===== src/rtl/signed_divider.sv =====
// signed_divider: 32-bit signed restoring divider, one quotient bit per cycle.
// Quotient truncates toward zero and the remainder takes the dividend's sign.
module signed_divider (
  input  logic        clock,
  input  logic        reset,
  input  logic [31:0] RegAOut,
  input  logic [31:0] RegBOut,
  input  logic        DivCtrl,
  output logic        DivDone,
  output logic        DivZero,
  output logic [31:0] DivHIOut,
  output logic [31:0] DivLOOut
);
  typedef enum logic [1:0] {IDLE, RUN, FIX, DONE} state_t;
  state_t state, state_nx;
  logic [5:0]  cnt;
  logic [31:0] rem, quo, dvs, abs_a, abs_b;
  logic        sa, sq;
  logic [32:0] sh, diff;
  assign abs_a = RegAOut[31] ? -RegAOut : RegAOut;
  assign abs_b = RegBOut[31] ? -RegBOut : RegBOut;
  // 33-bit working value: remainder shifted left with the next dividend bit
  assign sh    = {rem, quo[31]};
  assign diff  = sh - {1'b0, dvs};
  always_ff @(posedge clock or negedge reset)
    if (!reset) state <= IDLE;
    else state <= state_nx;
  always_comb begin
    state_nx = state;
    if (state == IDLE && DivCtrl) state_nx = (RegBOut == 32'd0) ? DONE : RUN;
    else if (!DivCtrl) state_nx = IDLE;
    else if (state == RUN && cnt == 6'd31) state_nx = FIX;
    else if (state == FIX) state_nx = DONE;
  end
  always_ff @(posedge clock or negedge reset)
    if (!reset) begin
      cnt      <= '0;
      rem      <= '0;
      quo      <= '0;
      dvs      <= '0;
      sa       <= 1'b0;
      sq       <= 1'b0;
      DivDone  <= 1'b0;
      DivZero  <= 1'b0;
      DivHIOut <= '0;
      DivLOOut <= '0;
    end else if (state == IDLE && DivCtrl) begin
      quo <= abs_a;
      dvs <= abs_b;
      sa  <= RegAOut[31];
      sq  <= RegAOut[31] ^ RegBOut[31];
      cnt <= '0;
      rem <= '0;
      if (RegBOut == 32'd0) begin
        DivDone <= 1'b1;
        DivZero <= 1'b1;
      end
    end else if (state == RUN && DivCtrl) begin
      rem <= diff[32] ? sh[31:0] : diff[31:0];
      quo <= {quo[30:0], ~diff[32]};
      cnt <= cnt + 6'd1;
    end else if (state == FIX && DivCtrl) begin
      DivLOOut <= sq ? -quo : quo;
      DivHIOut <= sa ? -rem : rem;
      DivDone  <= 1'b1;
    end else if (state == DONE && !DivCtrl) begin
      DivDone <= 1'b0;
      DivZero <= 1'b0;
    end
endmodule


===== config.mk =====
export PLATFORM = sky130hd
export DESIGN_NAME = signed_divider
export DESIGN_NICKNAME = d
export VERILOG_FILES = /design/src/rtl/signed_divider.sv
export SDC_FILE = /design/constraint.sdc
export NUM_CORES = 1
export LEC_CHECK = 0
export BUFFER_PORTS_ARGS = -buffer_cell sky130_fd_sc_hd__buf_4
export CAP_MARGIN = 20
export CORE_MARGIN = 1
export CORE_UTILIZATION = 59
export DETAILED_ROUTE_END_ITERATION = 10
export MAX_ROUTING_LAYER = met4
export PLACE_DENSITY = 0.81
export SYNTH_ARGS = -nofsm -noshare
export SYNTH_HDL_FRONTEND = slang
export SYNTH_SLANG_ARGS = --single-unit

===== constraint.sdc =====
create_clock -name clock -period 4.2 [get_ports clock]
set_input_delay 0.63 -clock clock [delete_from_list [all_inputs] [get_ports clock]]
set_output_delay 0.63 -clock clock [all_outputs]
set_load 0.1 [all_outputs]

## Yosys cells after proc, flatten, opt, wreduce, memory -nomap -nowiden

Cells that the tools add are included.

- Word-level logic and storage cells: 67
- Register bits after elaboration: 172
- Output and inout bits: 66
- Input bits: 67

- Muxes and demuxes: 24
- $add $sub $neg: 6
- Equal/unequal tests: 8
- Reductions and logical operators: 14
- Bitwise logic cells: 4

Operators with widths:

| kind | count |
|---|---|
| $mux W32 | 9 |
| $neg A32 Y32 | 4 |
| $sub A33 B32 Y33 | 1 |
| $logic_not A32 Y1 | 1 |
| $mux W6 | 2 |
| $mux W2 | 5 |
| $mux W1 | 8 |
| $add A6 B1 Y6 const B | 1 |
| $eq A6 B5 Y1 const B | 1 |
| $reduce_and A3 Y1 | 2 |
| $logic_and A1 B1 Y1 | 5 |
| $eq A2 B2 Y1 const B | 2 |
| $ne A2 B2 Y1 const B | 2 |
| $ne A4 B1 Y1 const B | 1 |
| $reduce_and A4 Y1 | 1 |
| $reduce_bool A2 Y1 | 2 |
| $not A1 Y1 | 3 |
| $reduce_bool A3 Y1 | 1 |
| $eq A2 B1 Y1 const B | 1 |
| $logic_not A2 Y1 | 1 |
| $ne A2 B1 Y1 const B | 1 |
| $logic_not A1 Y1 | 1 |
| $xor A1 B1 Y1 | 1 |

## Longest topological paths before layout

Gate-level depths: netlist of the first run.

- Word-level depth: 6
- Depth in mapped cells: 15
- Gate-level depth less buffers: 13

## Worst setup path before layout of the first run

No wires, ideal clock.

- Path kind: register to register
- Start point: reg quo[31]
- End point: reg rem[10]
- Library setup time: 0.116 ns
- Stages on the path, launching flop included: 16
- Required time: 4.084 ns
- Path slack: 0.994 ns
- Buffers on the path: 2
- Clock period less this slack: 3.206 ns
- Arrival: 3.091 ns
- Cell sequence: dfrtp_1 > inv_1 > ha_1 > fa_1 > nand2b_1 > a21oi_1 > o311ai_2 > o21ai_1 > a311oi_2 > o21a_1 > o21ai_4 > xnor2_2 > buf_2 > buf_2 > nand3_1 > o311ai_0

- Cells in the longest elaborated chain, start to end: 4

Ends and longest elaborated chain:

| item | line | text |
|---|---|---|
| start, declared | 17 | `logic [31:0] rem, quo, dvs, abs_a, abs_b;` |
| start signal, assigned | 48 | `quo <= abs_a;` |
| start signal, assigned | 60 | `quo <= {quo[30:0], ~diff[32]};` |
| $sub A33 B32 Y33 | 24 | `assign diff = sh - {1'b0, dvs};` |
| $mux W32 | 59 | `rem <= diff[32] ? sh[31:0] : diff[31:0];` |
| $mux W32 | 58 | `end else if (state == RUN && DivCtrl) begin` |
| $mux W32 | 47 | `end else if (state == IDLE && DivCtrl) begin` |
| end signal, assigned | 59 |  |
| end, declared | 17 |  |

No other way between the ends. The select of a mux whose other input is x is not followed.
A chain may end at the register's enable or synchronous reset.

## Worst setup path after layout of the first run

- Start point: reg quo[31]
- End point: reg rem[15]

The elaborated chain is that of the path after synthesis.

==> flow_metrics.py, run 1 <==
metrics = {
    "synthesis": {
        "synth_nets": 1386,
        "synth_area_sq_um": 11000,
        "synthFlopType": "dfrtp_1",
        "ys_async_sr_fraction": 1.00,
        "syn_inst": 1281,
        "seq_area_frac_synth": 0.392,
        "yosys_warnings": 0,
        "synth-edff-count": 0,
        "avgSynthCellArea_sq_um": 8.58,
        "synth_seq_cells": 172,
        "synth_cell_types": 64,
    },
    "layout": {
        "fin_cells": 1614,
        "diodes": 0,
        "layout-drive-gt1-share": 0.144,
        "nNetsFinal": 1478,
        "synthToLayoutAreaGrowth_pct": 15.7,
        "final_cell_area_sq_um": 12700,
    },
    "floorplan": {
        "core_sq_um": 18100,
        "fp.dieH_microns": 138,
        "ios": 133,
        "start_util": 0.608,
        "die_w_microns": 138,
        "rows": 49,
        "dieArea_sq_um": 19200,
    },
    "placed_design": {
        "post-place-cells": 1582,
        "place_area_sq_um": 12100,
        "dp_hpwl_microns": 19800,
        "numPortBuffers": 132,
        "place.gp.congestion": 0.911,
    },
    "timing": {
        "hold_ws_ns": 0.227,
        "tightest_slew_ns": 1.05,
        "period_share": 0.921,
        "fin_crit_ns": 3.87,
        "final.setup.tns_ns": 0,
        "finalMaxSlewViolations": 0,
        "rsz0062_at_grt": "no",
        "relSlewSlack": 0.300,
        "fin_skew_ns": 0.0107,
        "max_freq_mhz": 259,
        "finalHoldViolations": 0,
        "finalSetupViolCount": 0,
    },
    "detailed_routing": {
        "via_per_inst": 5.95,
        "vias": 9607,
        "avgRoutedWirePerCell_microns": 16.9,
        "final_antenna_net_count": 0,
        "dr.pass1.iters": 8,
        "drc": 36,
        "drt_iter0_drc": 861,
        "drt_wl_total_microns": 27300,
    },
    "global_route": {
        "grt_usage": 0.304,
        "grt_max_degree": 129,
        "grt_pass1_wl_microns": 45400,
        "antenna_found_initial": 0,
        "grt_pass1_vias": 9070,
        "gr-total-overflow": 0,
    },
    "clock_network": {
        "htreeDepth": 4,
        "clockRootBuffer": "clkbuf_16",
        "cts_setup_buffers": 0,
        "cts_buffer_depth": 2,
        "clk_pin_slew_ns": 0.07,
        "post_cts_resized": 0,
        "numCtsBuffers": 17,
        "postCtsHoldBufs": 0,
        "cts_sinks": 172,
        "clk_latency_ns": 0.43,
        "cts_tree": "built",
    },
    "run_status": {
        "status": "finished, violations left",
        "failed_checks": "design-rule violations",
    },
    "pwr": {
        "p_per_area_nw_per_um2": 561,
        "p_leak_uw": 0.00585,
        "ir_drop_v": 0.000351,
    },
    "setup_path": {
        "reg2reg_depth": 14,
        "worst-path-buf-inv": 2,
        "crit_arrival_ns": 4.17,
        "cp_slowest_cell": "fa_1",
        "cp_cell_sequence": "inv_1 -> ha_1 -> fa_1 -> nand2b_1 -> a21oi_1 -> o311ai_2 -> o21ai_1 -> a311oi_2 -> o21a_1 -> o21ai_4 -> xnor2_4 -> buf_4 -> nand4_1 -> o311ai_0",
        "r2r_setup_slack_ns": 0.33,
        "worst-endpoint-required_ns": 4.50,
        "cp_top_family": "compound AO/OA/AOI/OAI gates",
        "slowest_delay_ns": 0.40,
        "worstSetupPathType": "flop to flop",
        "end_kind": "flop",
        "critPathLaunchType": "flop",
        "crit_cells": 14,
        "path_max_fanout": 22,
    },
    "run": {
        "cap_violations": 0,
    },
    "worst_hold_path": {
        "min_path_type": "input port to asynchronous set/reset pin",
    },
}
==> area by class of cell <==
cell class	instances	area (sq um)
repair buffers	145	1110
well taps	229	287
inverters	52	195
clock inverters	12	138
multi-input cells	985	6230
fillers	1447	5370
flip-flops and latches	172	4300
clock buffers	19	453
==> flip-flops by register name, summed over array words and instances, names as in the netlist <==
| name | cells |
|---|---|
| dvs | 32 |
| state | 2 |
| DivLOOut | 32 |
| cnt | 6 |
| quo | 32 |
| sq | 1 |
| DivHIOut | 32 |
| DivDone | 1 |
| DivZero | 1 |
| sa | 1 |
| rem | 32 |
==> worst paths after layout <==
path | from | endpoint
max | quo[31] | rem[15]
min | reset | DivLOOut[11]
max reg2reg | quo[31] | rem[15]
min reg2reg | dvs[18] | dvs[18]
max in group asynchronous | reset | DivLOOut[24]
min in group clock | DivCtrl | state[0]
==> cell usage after synthesis (11+ instances only) <==
library cell,instances,area share
clkbuf_1,57,0.019
ha_1,37,0.042
inv_1,52,0.018
nand2_1,221,0.075
a21o_1,17,0.012
mux2i_1,11,0.010
o22ai_1,15,0.0085
o41ai_1,21,0.017
o311ai_0,20,0.016
nor2_1,45,0.015
xnor2_1,26,0.021
or3_1,13,0.0074
or4_1,14,0.0096
nand2b_1,11,0.0063
dfrtp_1,172,0.39
o21ai_0,175,0.080
o31ai_1,33,0.023
nand3_1,32,0.015
a21oi_1,53,0.024
xor2_1,123,0.098
==> cells in the final DEF, fill, tap and decap left out, drive strengths merged, types with 3 or more instances in the layout <==
master / n
a211oi: 4
a21o: 17
a21oi: 53
a22oi: 5
a31oi: 4
and3: 5
buf: 145
clkbuf: 19
clkinv: 5
dfrtp: 172
ha: 37
inv: 55
mux2i: 11
nand2: 221
nand2b: 11
nand3: 32
nand4: 10
nor2: 45
nor2b: 9
nor3: 11
nor4: 9
o211ai: 3
o21a: 5
o21ai: 182
o21bai: 5
o22ai: 15
o311ai: 21
o31ai: 34
o41ai: 22
or2: 5
or3: 15
or4: 17
xnor2: 27
xor2: 124
==> power breakdown <==
| group | switching, uW | total (uW) | internal, uW |
|---|---|---|---|
| clock | 670 | 1580 | 910 |
| sequential | 425 | 2310 | 1880 |
| combinational | 1910 | 3250 | 1340 |
| total | 3010 | 7140 | 4130 |
==> cells by family (layout without fill, tap and decap cells) <==
kind of cell	after synthesis	count (layout)	share of synthesized area
flip-flops	172	172	0.392
AND/OR/NAND/NOR	397	397	0.166
AO/OA/AOI/OAI	388	388	0.222
multiplexers	11	11	0.0100
XOR/XNOR	151	151	0.123
adder cells (fa/ha/maj)	38	38	0.0439
buffers and inverters	124	228	0.0435
==> layer usage <==
layer,share of wire,global-route usage,vias to the layer above,wire [microns]
met5,0,-,-,0
met4,0.016,0.0846,0,439
met3,0.065,0.0450,31,1760
met2,0.44,0.453,308,12100
met1,0.48,0.431,4544,13000
li1,-,-,4724,-
==> metrics by stage <==
stage                     setup slack [ns]  utilization  total power (uW)
after floorplan                      0.994            -              4660
after global placement               0.441        0.668              5410
after detailed placement             0.292        0.668              5480
after CTS                            0.206        0.701              7090
after global routing                0.0412        0.703              7620
final                                0.333        0.703              7140
Note: power is estimated with default switching activity, not from simulation.
==> inputs of run 2 (changes only) <==
--- a/config.mk
+++ b/config.mk
@@ -7,11 +7,11 @@
 export LEC_CHECK = 0
 export BUFFER_PORTS_ARGS = -buffer_cell sky130_fd_sc_hd__buf_4
 export CAP_MARGIN = 20
-export CORE_MARGIN = 1
-export CORE_UTILIZATION = 59
+export CORE_MARGIN = 10
+export CORE_UTILIZATION = 64
 export DETAILED_ROUTE_END_ITERATION = 10
 export MAX_ROUTING_LAYER = met4
-export PLACE_DENSITY = 0.81
+export PLACE_DENSITY = 0.87
 export SYNTH_ARGS = -nofsm -noshare
 export SYNTH_HDL_FRONTEND = slang
 export SYNTH_SLANG_ARGS = --single-unit
==> constraint.sdc (replaced) <==
create_clock -name clock -period 5 [get_ports clock]
set_input_delay 0.75 -clock clock [delete_from_list [all_inputs] [get_ports clock]]
set_output_delay 0.75 -clock clock [all_outputs]
set_load 0.1 [all_outputs]
==> flow_metrics.py, run 2 (synthesis results as in run 1) <==
metrics = {
    "run_status": {
        "status": "finished clean",
    },
    "pwr": {
        "ir_drop_v": 0.000290,
        "p_per_area_nw_per_um2": 477,
        "power.total_uw": 6040,
        "p_leak_uw": 0.00584,
    },
    "timing": {
        "relSlewSlack": 0.323,
        "fin_crit_ns": 3.85,
        "tightest_slew_ns": 1.01,
        "finalHoldViolations": 0,
        "fin_skew_ns": 0.0113,
        "rsz0062_at_grt": "no",
        "finalMaxSlewViolations": 0,
        "period_share": 0.771,
        "final.setup.tns_ns": 0,
        "max_freq_mhz": 260,
        "finalSetupViolCount": 0,
    },
    "layout": {
        "layout-drive-gt1-share": 0.142,
        "nNetsFinal": 1475,
        "fin_cells": 1602,
        "final_common_cell": "nand2_1",
        "regArea_sq_um": 4300,
        "synthToLayoutAreaGrowth_pct": 15.3,
        "multiInputGateArea_sq_um": 6220,
        "diodes": 0,
        "final_cell_mix": "nand2_1 (218), o21ai_0 (175), dfrtp_1 (172)",
        "fillers": 1245,
        "fin_util": 0.759,
    },
    "run": {
        "cap_violations": 0,
    },
    "setup_path": {
        "end_kind": "flop",
        "crit_arrival_ns": 4.15,
        "worstSetupPathType": "flop to flop",
        "path_max_fanout": 24,
        "worst-path-buf-inv": 3,
        "slowest_delay_ns": 0.40,
        "worst-endpoint-required_ns": 5.30,
        "cp_slowest_cell": "fa_1",
        "critPathLaunchType": "flop",
        "cp_top_family": "compound AO/OA/AOI/OAI gates",
        "cp_cell_sequence": "inv_1 -> ha_1 -> fa_1 -> nand2b_1 -> a21oi_1 -> o311ai_2 -> o21ai_1 -> a311oi_2 -> o21a_1 -> o21ai_4 -> xnor2_2 -> buf_8 -> buf_4 -> nand3_1 -> o311ai_0",
    },
    "floorplan": {
        "fp.dieH_microns": 151,
        "start_util": 0.658,
        "die_w_microns": 151,
        "ios": 133,
        "rows": 47,
        "dieArea_sq_um": 22800,
        "core_sq_um": 16700,
    },
    "detailed_routing": {
        "drt_wl_total_microns": 28800,
        "avgRoutedWirePerCell_microns": 18.0,
        "drc": 0,
        "drt_iter0_drc": 1039,
        "dr.pass1.iters": 5,
        "final_antenna_net_count": 0,
        "vias": 9827,
        "via_per_inst": 6.13,
    },
    "placed_design": {
        "place.gp.congestion": 0.981,
        "post-place-cells": 1570,
        "dp_hpwl_microns": 21300,
        "numPortBuffers": 132,
    },
    "clock_network": {
        "clk_pin_slew_ns": 0.06,
        "postCtsHoldBufs": 0,
        "cts_sinks": 172,
        "post_cts_resized": 0,
        "cts_tree": "built",
        "htreeDepth": 4,
        "cts_setup_buffers": 0,
        "cts_buffer_depth": 2,
        "clockRootBuffer": "clkbuf_16",
        "clk_latency_ns": 0.43,
        "numCtsBuffers": 17,
    },
    "global_route": {
        "grt_pass1_vias": 9411,
        "grt_pass1_wl_microns": 47500,
        "grt_usage": 0.261,
        "gr-total-overflow": 0,
        "grt_max_degree": 97,
        "antenna_found_initial": 0,
    },
    "worst_hold_path": {
        "min_path_type": "input port to asynchronous set/reset pin",
    },
}
[run 2: changes by cell type in the layout (fill, tap and decap cells not counted), sizes merged]
| cell | previous run | this run |
|---|---|---|
| clkbuf | 19 | 20 |
| buf | 145 | 142 |
| clkinvlp | 2 | 0 |
| inv | 55 | 56 |
[run 2: report_power, final]
part | leakage (uW) | switching [uW] | internal [uW]
Clock | 0.000298 | 559 | 780
Combinational | 0.00328 | 1620 | 1120
Sequential | 0.00226 | 382 | 1580
[run 2: final cells by class]
type | count | area share
Clock buffer | 20 | 0.0368
Clock inverter | 11 | 0.0104
Inverter | 52 | 0.0154
Multi-Input combinational cell | 985 | 0.491
Sequential cell | 172 | 0.340
Tap cell | 220 | 0.0217
Timing Repair Buffer | 142 | 0.0850
[run 2: final timing paths]
check                             start      endpoint  slack, ns  depth (start not counted)
max in group asynchronous         reset  DivLOOut[26]       3.45                          2
worst max register to register  quo[31]       rem[19]       1.15                         15
worst min-delay path              reset   DivLOOut[7]       0.39                          1
min in group clock              dvs[19]       dvs[19]       0.48                          2
worst min register to register  dvs[19]       dvs[19]       0.48                          2
worst max-delay path            quo[31]       rem[19]       1.15                         15
[run 2: stage by stage]
step / cell area, sq um / hold slack, ns / setup WS, ns
finish: 12700 / 0.394 / 1.15
global route: 12700 / 0.477 / 0.872
CTS: 12700 / 0.436 / 0.705
detailed placement: 12100 / 0.470 / 0.751
global placement: 12100 / 0.461 / 0.891
floorplan: 11000 / 0.450 / 1.75
[run 2: routing by layer]
layer	track usage	wire, microns	vias to the layer above
li1	-	-	4720
met1	0.359	13000	4662
met2	0.393	13100	406
met3	0.0456	2300	39
met4	0.0703	431	0
met5	-	0	-
[run 2: worst register-to-register path: stages, from the launching register on]
cell      delay (ns)
dfrtp_1         0.37
inv_1           0.08
ha_1            0.22
fa_1            0.40
nand2b_1        0.18
a21oi_1         0.28
o311ai_2        0.22
o21ai_1         0.27
a311oi_2        0.21
o21a_1          0.29
o21ai_4         0.28
xnor2_2         0.18
buf_8           0.22
buf_4           0.29
nand3_1         0.13
o311ai_0        0.14
==> inputs of run 3 (changes only) <==
--- a/config.mk
+++ b/config.mk
@@ -5,13 +5,14 @@
 export SDC_FILE = /design/constraint.sdc
 export NUM_CORES = 1
 export LEC_CHECK = 0
+export ABC_AREA = 1
 export BUFFER_PORTS_ARGS = -buffer_cell sky130_fd_sc_hd__buf_4
 export CAP_MARGIN = 20
 export CORE_MARGIN = 10
-export CORE_UTILIZATION = 64
+export CORE_UTILIZATION = 55
 export DETAILED_ROUTE_END_ITERATION = 10
 export MAX_ROUTING_LAYER = met4
-export PLACE_DENSITY = 0.87
+export PLACE_DENSITY = 0.78
 export SYNTH_ARGS = -nofsm -noshare
 export SYNTH_HDL_FRONTEND = slang
 export SYNTH_SLANG_ARGS = --single-unit
==> constraint.sdc (replaced) <==
create_clock -name clock -period 3.2 [get_ports clock]
set_input_delay 0.48 -clock clock [delete_from_list [all_inputs] [get_ports clock]]
set_output_delay 0.48 -clock clock [all_outputs]
set_load 0.1 [all_outputs]
==> flow_metrics.py, run 3 <==
metrics = {
    "floorplan": {
        "start_util": 0.563,
        "rows": 56,
        "die_w_microns": 176,
        "ios": 133,
        "core_sq_um": 23700,
        "dieArea_sq_um": 30900,
        "fp.dieH_microns": 176,
    },
    "layout": {
        "regArea_sq_um": 4300,
        "fillers": 2264,
        "final_cell_area_sq_um": 15200,
        "diodes": 0,
        "nNetsFinal": 2240,
        "multiInputGateArea_sq_um": 7680,
        "final_cell_mix": "nand2_1 (642), inv_1 (275), nand3_1 (195)",
        "synthToLayoutAreaGrowth_pct": 13.9,
        "final_common_cell": "nand2_1",
        "layout-drive-gt1-share": 0.123,
    },
    "timing": {
        "finalMaxSlewViolations": 0,
        "fin_crit_ns": 2.62,
        "max_freq_mhz": 382,
        "relSlewSlack": 0.487,
        "rsz0062_at_grt": "no",
        "tightest_slew_ns": 0.768,
        "finalSetupViolCount": 0,
        "finalHoldViolations": 0,
        "final.setup.tns_ns": 0,
        "fin_skew_ns": 0.0130,
        "period_share": 0.817,
    },
    "clock_network": {
        "clockRootBuffer": "clkbuf_16",
        "numCtsBuffers": 17,
        "htreeDepth": 4,
        "cts_sinks": 172,
        "cts_tree": "built",
        "postCtsHoldBufs": 1,
        "post_cts_resized": 0,
        "clk_pin_slew_ns": 0.07,
        "cts_buffer_depth": 2,
        "clk_latency_ns": 0.44,
        "cts_setup_buffers": 0,
    },
    "placed_design": {
        "place.gp.congestion": 0.974,
        "dp_hpwl_microns": 31600,
        "numPortBuffers": 132,
        "place_area_sq_um": 14600,
    },
    "synthesis": {
        "synth_area_sq_um": 13300,
        "synthFlopType": "dfrtp_1",
        "synth_cell_types": 53,
        "synth-edff-count": 0,
        "seq_area_frac_synth": 0.323,
        "syn_inst": 2031,
        "ys_async_sr_fraction": 1.00,
        "yosys_warnings": 0,
        "synth_seq_cells": 172,
        "yosys-top-cells-area": "dfrtp_1 (32%), nand2_1 (18%), inv_1 (7.7%)",
        "netlist_top_cells_count": "nand2_1 (642), inv_1 (275), nand3_1 (195)",
        "synth_top_area_frac": 0.323,
        "synth_most_common_cell": "nand2_1",
        "avgSynthCellArea_sq_um": 6.56,
        "yosysTopAreaCell": "dfrtp_1",
        "synth_nets": 2136,
    },
    "global_route": {
        "grt_usage": 0.262,
        "antenna_found_initial": 0,
        "gr-total-overflow": 0,
        "grt_pass1_wl_microns": 64700,
        "grt_pass1_vias": 12381,
        "grt_max_degree": 74,
    },
    "detailed_routing": {
        "drt_wl_total_microns": 39400,
        "dr.pass1.iters": 6,
        "avgRoutedWirePerCell_microns": 16.0,
        "drc": 0,
        "via_per_inst": 5.42,
        "vias": 13376,
        "drt_iter0_drc": 1419,
        "final_antenna_net_count": 0,
    },
    "setup_path": {
        "path_max_fanout": 16,
        "slowest_delay_ns": 0.40,
        "cp_cell_sequence": "inv_1 -> ha_1 -> fa_1 -> inv_1 -> nand2_1 -> nand2_1 -> nand3_1 -> nand2_2 -> nand2_4 -> nand2_4 -> nand2_4 -> nand2_4 -> nand2_4 -> nand2_4 -> nand3_1 -> nand2_1 -> nand2_1",
        "critPathLaunchType": "flop",
        "cp_slowest_cell": "fa_1",
        "end_kind": "flop",
        "crit_top_cell": "nand2_4",
        "worstSetupPathType": "flop to flop",
        "worst-endpoint-required_ns": 3.52,
        "crit_arrival_ns": 2.94,
    },
    "pwr": {
        "pwr-share-clk": 0.139,
        "ir_drop_v": 0.000804,
        "switchingPower_uw": 8720,
        "p_seq_frac": 0.235,
        "p_per_area_nw_per_um2": 1010,
        "p_int_uw": 6590,
        "p_comb_frac": 0.627,
        "swShare": 0.570,
        "p_leak_uw": 0.00806,
    },
    "worst_hold_path": {
        "min_path_type": "input port to flop",
    },
    "run_status": {
        "status": "finished clean",
    },
    "run": {
        "cap_violations": 0,
    },
}
-- run 3: cell types whose count changed in the layout (fill, tap and decap cells not counted), moves of 18 or more --
cell / delta
nand2_1: +424
inv_1: +223
nand3_1: +163
nor2_1: +137
o21ai_0: -72
xor2_1: -65
nand2_2: +29
o31ai_1: -23
o311ai_0: -20
o41ai_1: -20
nand4_1: +18
-- run 3: final timing paths --
kind,cells past startpoint,end,startpoint,slack (ns)
setup / recovery,17,rem[30],quo[31],0.58
hold / removal,4,quo[29],RegAOut[29],0.34
setup reg to reg,17,rem[30],quo[31],0.58
hold reg to reg,2,DivHIOut[20],DivHIOut[20],0.48
max in group asynchronous,3,DivHIOut[24],reset,2.00
min in group asynchronous,2,dvs[4],reset,0.50
-- run 3: kinds of logic after synthesis --
family,share of synthesized area
compound gates,0.106
flops,0.323
fa+ha+maj,0.0362
buf+inv,0.102
simple gates,0.388
xor+xnor,0.0453
-- run 3: layout make-up --
class                      count  area share
multi-input combinational   1515       0.506
sequential                   172       0.283
timing repair buffer         146      0.0751
inverter                     283      0.0700
clock buffer                  17      0.0280
tap                          319      0.0263
clock inverter                14      0.0116
-- run 3: metal layers --
metal  wire length [microns]  up-vias  GRT usage
met3                    3500       32     0.0407
met5                       0        -          -
li1                        -     6712          -
met2                   15800      522      0.359
met1                   19600     6110      0.396
met4                     484        0     0.0551
-- run 3: per-stage QoR --
stage | worst slack, ns | total power, uW | hold WS, ns | util | cells
2_1_floorplan | 0.972 | 10900 | 0.184 | - | 2031
3_3_place_gp | 0.679 | 13000 | 0.384 | 0.614 | 2433
3_5_place_dp | 0.597 | 13100 | 0.387 | 0.614 | 2433
4_1_cts | 0.566 | 15200 | 0.326 | 0.640 | 2465
5_1_grt | 0.344 | 16400 | 0.362 | 0.641 | 2466
6_report | 0.585 | 15300 | 0.343 | 0.641 | 2466
-- run 3: critical path, delay by kind of cell (launching register included) --
family        cells  cell delay [ns]
flops             1             0.37
simple gates     13             1.27
buf+inv           2             0.22
fa+ha+maj         2             0.65
-- run 3: power groups by stage --
stage,Combinational [uW],Clock [uW],Sequential (uW)
after global routing,10500,2230,3670
after CTS,9530,2140,3560
after global placement,9390,0,3570
after floorplan,5050,0,5880
after detailed placement,9500,0,3600
final,9590,2120,3590
